--- src/rtl/legv8_cache_miss_ctrl.sv ---
// rtl/legv8_cache_miss_ctrl.sv - LEGv8 cache lookup/miss/fill sequencing FSM with registered outputs.
// Optional hit/miss counters are enabled by defining CACHE_STATS_EN.
module legv8_cache_miss_ctrl #(
  parameter int TAG_W = 57,
  parameter int IDX_W = 5
) (
  input  logic              clk,
  input  logic              rst,
  input  logic              req_valid,
  input  logic [63:0]       req_addr,
  output logic              req_ready,
  output logic              resp_valid,
  output logic              resp_hit,
  output logic [IDX_W-1:0]  Index,
  output logic [TAG_W-1:0]  In_Tag,
  output logic              Write,
  input  logic              hit_status,
  output logic              mem_req,
  output logic [63:0]       mem_addr,
  input  logic              mem_ack
`ifdef CACHE_STATS_EN
  ,
  output logic [31:0]       hit_count,
  output logic [31:0]       miss_count
`endif
);

  typedef enum logic [2:0] {
    IDLE     = 3'd0,
    LOOKUP   = 3'd1,
    MISS_REQ = 3'd2,
    FILL     = 3'd3,
    RESP     = 3'd4
  } state_t;

  state_t state;

  always_ff @(posedge clk or posedge rst) begin
    if (rst) begin
      state      <= IDLE;
      req_ready  <= 1'b1;
      resp_valid <= 1'b0;
      resp_hit   <= 1'b0;
      Write      <= 1'b0;
      mem_req    <= 1'b0;
      mem_addr   <= '0;
      Index      <= '0;
      In_Tag     <= '0;
    end else begin
      case (state)
        IDLE: begin
          // Address fields are captured once here and stay frozen until the next acceptance.
          if (req_valid) begin
            Index     <= req_addr[IDX_W+1:2];
            In_Tag    <= req_addr[63:64-TAG_W];
            mem_addr  <= req_addr & ~64'h3;
            req_ready <= 1'b0;
            state     <= LOOKUP;
          end
        end
        LOOKUP: begin
          // An unknown compare result falls into the miss branch.
          if (hit_status) begin
            resp_valid <= 1'b1;
            resp_hit   <= 1'b1;
            state      <= RESP;
          end else begin
            mem_req <= 1'b1;
            state   <= MISS_REQ;
          end
        end
        MISS_REQ: begin
          if (mem_ack) begin
            mem_req <= 1'b0;
            Write   <= 1'b1;
            state   <= FILL;
          end
        end
        FILL: begin
          Write      <= 1'b0;
          resp_valid <= 1'b1;
          resp_hit   <= 1'b0;
          state      <= RESP;
        end
        RESP: begin
          resp_valid <= 1'b0;
          req_ready  <= 1'b1;
          state      <= IDLE;
        end
        default: begin
          state      <= IDLE;
          req_ready  <= 1'b1;
          resp_valid <= 1'b0;
          Write      <= 1'b0;
          mem_req    <= 1'b0;
        end
      endcase
    end
  end

`ifdef CACHE_STATS_EN
  always_ff @(posedge clk or posedge rst) begin
    if (rst) begin
      hit_count  <= '0;
      miss_count <= '0;
    end else if (resp_valid) begin
      if (resp_hit) hit_count <= hit_count + 32'd1;
      else          miss_count <= miss_count + 32'd1;
    end
  end
`endif

endmodule
--- config.mk ---
export PLATFORM = sky130hd
export DESIGN_NAME = legv8_cache_miss_ctrl
export DESIGN_NICKNAME = d
export VERILOG_FILES = /design/src/rtl/legv8_cache_miss_ctrl.sv
export SDC_FILE = /design/constraint.sdc
export NUM_CORES = 1
export LEC_CHECK = 0
export ABC_AREA = 1
export CORE_ASPECT_RATIO = 1.1
export CORE_UTILIZATION = 30
export CTS_CLUSTER_DIAMETER = 120
export CTS_CLUSTER_SIZE = 40
export DETAILED_ROUTE_END_ITERATION = 8
export PLACE_DENSITY = 0.82
export SYNTH_ARGS = -nofsm -noshare
export SYNTH_HDL_FRONTEND = slang
export SYNTH_SLANG_ARGS = --single-unit
--- constraint.sdc ---
create_clock -name clk -period 1.8 [get_ports clk]
set_input_delay 0.18 -clock clk [delete_from_list [all_inputs] [get_ports clk]]
set_output_delay 0.18 -clock clk [all_outputs]
set_load 0.05 [all_outputs]
Word level (Yosys, flattened, before mapping)
Cells that the tools add are included.
Word-level totals
  bits in registers: 132
  latch bits: 0
  memory bits (writable): 0
  ROM bits: 0
  output and inout bits: 131
  logic and storage cells: 48
  memories kept: 0
Operators by class
  add/subtract/negate cells: 0
  multiply operators: 0
  div/mod/pow operators: 0
  $lt $le $gt $ge: 0
  equality and inequality tests: 8
  shift operators: 0
  muxes and demuxes: 14
  bitwise gates (word level): 4
  reductions and logical operators: 13
Operators by type and width (number)
  case mux 3 bit (4 select lines): 1
  AND reduction 2 bit: 6
  two-way mux 3 bit: 3
  OR reduction 3 bit: 3
  != test 2 bit (second input constant): 4
  equality test 3 x 2 -> 1 bit (second input constant): 2
  case mux 1 bit (2 select lines): 3
  case mux 1 bit (3 select lines): 2
  two-way mux 1 bit: 5
  NOT 1 bit: 4
  equality test 3 x 1 -> 1 bit (second input constant): 1
  equality test 3 bit (second input constant): 1
  logical NOT 3 bit: 1
  AND reduction 3 bit: 1
  nonzero test 2 bit: 1
  OR reduction 2 bit: 1

Longest topological paths before layout
Gate-level depths: netlist of run 1.
  depth in word-level cells: 4
  gate-level depth with buffers: 6
  mapped depth without buffers: 6

Worst setup path after synthesis of run 1
OpenSTA, ideal clock, no wires.
  path type: register to register
  start point: reg state[0]
  end point: reg In_Tag[18]
  setup time: 0.123 ns
  arrival: 1.039 ns
  required time: 1.677 ns
  path slack: 0.639 ns
  cell stages (with the launch flop): 7
  cell sequence: dfrtp_1 nor2_4 nand3_4 buf_6 buf_6 nand2_1 o21ai_1
Between the ends
  cells in the longest elaborated chain, start to end: 2
RTL lines
  from (decl): line 36  | state_t state;
  from (signal assigned): line 40  | state <= IDLE;
  from (signal assigned): line 58  | state <= LOOKUP;
  from (signal assigned): line 66  | state <= RESP;
  logical NOT 3 bit: line 50  | case (state)
  AND reduction 2 bit (no line)
  to (signal assigned): line 55  | In_Tag <= req_addr[63:64-TAG_W];
  to (decl): line 15  | output logic [TAG_W-1:0] In_Tag,
Every way passes these cells.
A chain may end at the register's enable or synchronous reset.

Worst setup path after layout of run 1
  start point: reg In_Tag[43]
  end point: out In_Tag[43]
No word-level cell between the ends.

==> metrics.sh, run 1 <==
OUTCOME='completed'
GLOBALPLACE.CONGESTION=0.765
SYN-MEAN-INSTANCE-AREA_UM2=8.90
POSTROUTEWIRELENGTH_MM=7.59
PLACE_HPWL_MM=5.88
SETUP.WORST_PATH.START_CLASS='flop'
WIRE_LENGTH_OF_THE_FIRST_GLOBAL_ROUTING_PASS_MM=12.2
WORSTHOLDPATHTYPE='input pin to async pin'
POST_CTS_CLOCK_SLEW_AT_THE_LAUNCH_AND_CAPTURE_REGISTERS_OF_THE_WORST_SETUP_AND_HOLD_PATHS_NS=0.05
SYNTH-EDFF-COUNT=0
ANT_NETS=0
LAYOUT.NETS=570
POST-SYNTH-TOP-COUNT-CELL='sky130_fd_sc_hd__nand2_1'
SYNTHDISTINCTLIBCELLS=18
TOP_FF_CELL_SYNTH='sky130_fd_sc_hd__dfrtp_1'
SYNTH.AREA.TOP_CELLS='sky130_fd_sc_hd__dfrtp_1, sky130_fd_sc_hd__buf_4, sky130_fd_sc_hd__nand2_1'
INITIAL_UTILIZATION=0.312
LAYOUT_CELL_SHARE_WITH_DRIVE_STRENGTH_BEYOND_1=0.0536
DETAILEDPLACE.WORSTSLACK_NS=0.343
MULTIINPUTGATEAREA_UM2=691
TIMING_HOLD_VIOLATIONS_FINAL=0
SETUP_VIOL_COUNT_FINAL=0
GLOBALROUTETOTALUTIL=0.139
NUMCTSBUFFERS=9
FINAL_GLOBAL_ROUTE_OVERFLOW_TOTAL=0
YS.WARNINGS.COUNT=0
CRIT_TYPE='flop to output pin'
CTS_HTREE_LEVELS=3
SYNTH_TOP_CELL_AREA_SHARE=0.527
MIN_PERIOD_OVER_PERIOD=0.952
CTS.REPAIR.RESIZED=0
CRIT_FANOUT=3
SETUP_SLACK_NS=0.0856
SYNTH_AREA_UM2=3270
AREA_GROWTH_PCT=57.9
WORSTMARGINPINSLEW_NS=0.530
SHARE_OF_FLIP_FLOPS_WITH_AN_ASYNCHRONOUS_SET_OR_RESET=1.00
LAYOUT.FILLER_CELLS=985
REMAINING_DRC_ERRORS=0
FIRSTDRTPASSITERS=4
DIE_AREA_UM2=11300
WORST_SKEW_PAIR.LATE_LATENCY_NS=0.32
CTS_TREE='done'
YS_FF_LATCH=70
TIMING.CRITICAL_PATH.ARRIVAL_NS=1.53
CLOCK_TREE.ROOT_CELL='sky130_fd_sc_hd__clkbuf_16'
YS_SEQ_AREA_FRAC=0.535
ANTENNA_FOUND_INITIAL=0
DIE_W_UM=102
TIMING.CRITICAL_PATH.CELLS='clkdlybuf4s50_1'
ENDPOINT_CLASS_OF_THE_CRITICAL_PATH='output pin'
MIN_PERIOD_NS=1.71
TIMING.SETUP.TNS_NS=0
UNREPAIRED_SETUP_ENDPOINTS_AFTER_GLOBAL_ROUTING='no'
CLOCK_PATH_BUFFERS=2
BOUNDARYPINS=200
ROUTED_VIA_DENSITY=4.07
GRT_PASS1_VIAS=2557
SLEW_HEADROOM=0.646
LARGEST_AREA_CONTRIBUTOR_IN_THE_NETLIST='sky130_fd_sc_hd__dfrtp_1'
CTS_HOLD_REPAIR.BUFFERS=0
CRIT_REQUIRED_NS=1.62
SLOWEST_DELAY_NS=0.83
DRV.MAX_CAP_VIOLATION_COUNT=0
PATH_DELAY_FAMILY='buffers and inverters'
SYNTH.CELLS.MOST_FREQUENT='sky130_fd_sc_hd__nand2_1, sky130_fd_sc_hd__dfrtp_1, sky130_fd_sc_hd__inv_1'
DRT_FIRST_ITER_VIOLATIONS=93
SEQUENTIAL_CELL_AREA_UM2=1750
COREAREA_UM2=10500
MAXIMUM_NUMBER_OF_PINS_ON_ONE_NET_BEFORE_GLOBAL_ROUTE_REPAIR=71
SLEW_VIOL_FINAL=0
TIMING.CRITICAL_PATH.BUF_INV=1
WORST_CLOCK_SKEW_NS=0.00574
CTS_SINKS=70
POST_CTS_REPAIR_TIMING_SETUP_BUFFER_COUNT=0
VIAS=2634
STD_CELL_ROWS=39
CRIT_PATH_TOP_DELAY_CELL='sky130_fd_sc_hd__clkdlybuf4s50_1'
INSERTEDDIODECOUNT=0
SYNTH_CELLS=368
ACHIEVABLE-FREQUENCY_MHz=583
IO_BUFFERS=195
DETAIL_ROUTE.WL_PER_CELL_UM=11.7
FLOORPLAN.DIE.HEIGHT_UM=112
==> flip-flops by register name (all words and copies together), names as in the netlist <==
| name | cells |
|---|---|
| Index | 4 |
| state | 3 |
| In_Tag | 57 |
| resp_hit | 1 |
| resp_valid | 1 |
| Write | 1 |
| mem_req | 1 |
| req_ready | 1 |
| mem_addr | 1 |
==> kinds of logic after synthesis <==
kind of cell | share of synthesized area
flops | 0.535
buf+inv | 0.255
simple gates | 0.108
compound gates | 0.101
other cells | 0.00115
==> final cells by class <==
| type | count | share of cell area |
|---|---|---|
| clock buffer | 13 | 0.0523 |
| clock inverter | 1 | 0.000968 |
| inverter | 70 | 0.0515 |
| multi-input combinational | 152 | 0.134 |
| sequential | 70 | 0.339 |
| tap | 143 | 0.0346 |
| timing repair buffer | 198 | 0.388 |
==> path summary, 6_finish.rpt <==
path                                    from  slack [ns]  cells past startpoint         end
min in group clk                req_addr[36]        0.40                      3  In_Tag[29]
worst min register to register       mem_req        0.48                      2     mem_req
worst min-delay path                     rst        0.31                      3  In_Tag[48]
worst max-delay path              In_Tag[43]        0.09                      1  In_Tag[43]
max in group asynchronous                rst        1.16                      3   req_ready
worst max register to register      state[2]        0.48                      4  In_Tag[48]
==> layout by cell type, fill, tap and decap left out, drive strengths merged <==
master and n:
buf 5, clkbuf 13, clkdlybuf4s50 193, clkinv 1, clkinvlp 1, conb 2
dfrtp 69, dfstp 1, inv 69, nand2 79, nand3 5, nor2 3
o21ai 63
==> metrics by stage <==
step	std cells	utilization	instance area [um2]	hold slack [ns]
2_1_floorplan	369	-	3280	0.290
3_3_place_gp	633	0.467	4900	0.468
3_5_place_dp	633	0.467	4900	0.468
4_1_cts	647	0.493	5170	0.322
5_1_grt	647	0.493	5170	0.351
6_report	647	0.493	5170	0.309
==> metal layers <==
metal / GRT usage / wire length (um)
met1: 0.149 / 2860
met2: 0.241 / 3940
met3: 0.0414 / 587
met4: 0.0734 / 195
met5: 0 / 0
Power of run 1 is not shown: default switching activity piles up to over one toggle a cycle in this logic, so the estimate is an artifact.
==> inputs of run 2 (changes only) <==
Settings changed: TNS_END_PERCENT set to 1.
==> results of run 2 <==
No change in the layout: final DEF, timing and power equal those of run 1.
Power of run 2 is left out for the same reason.
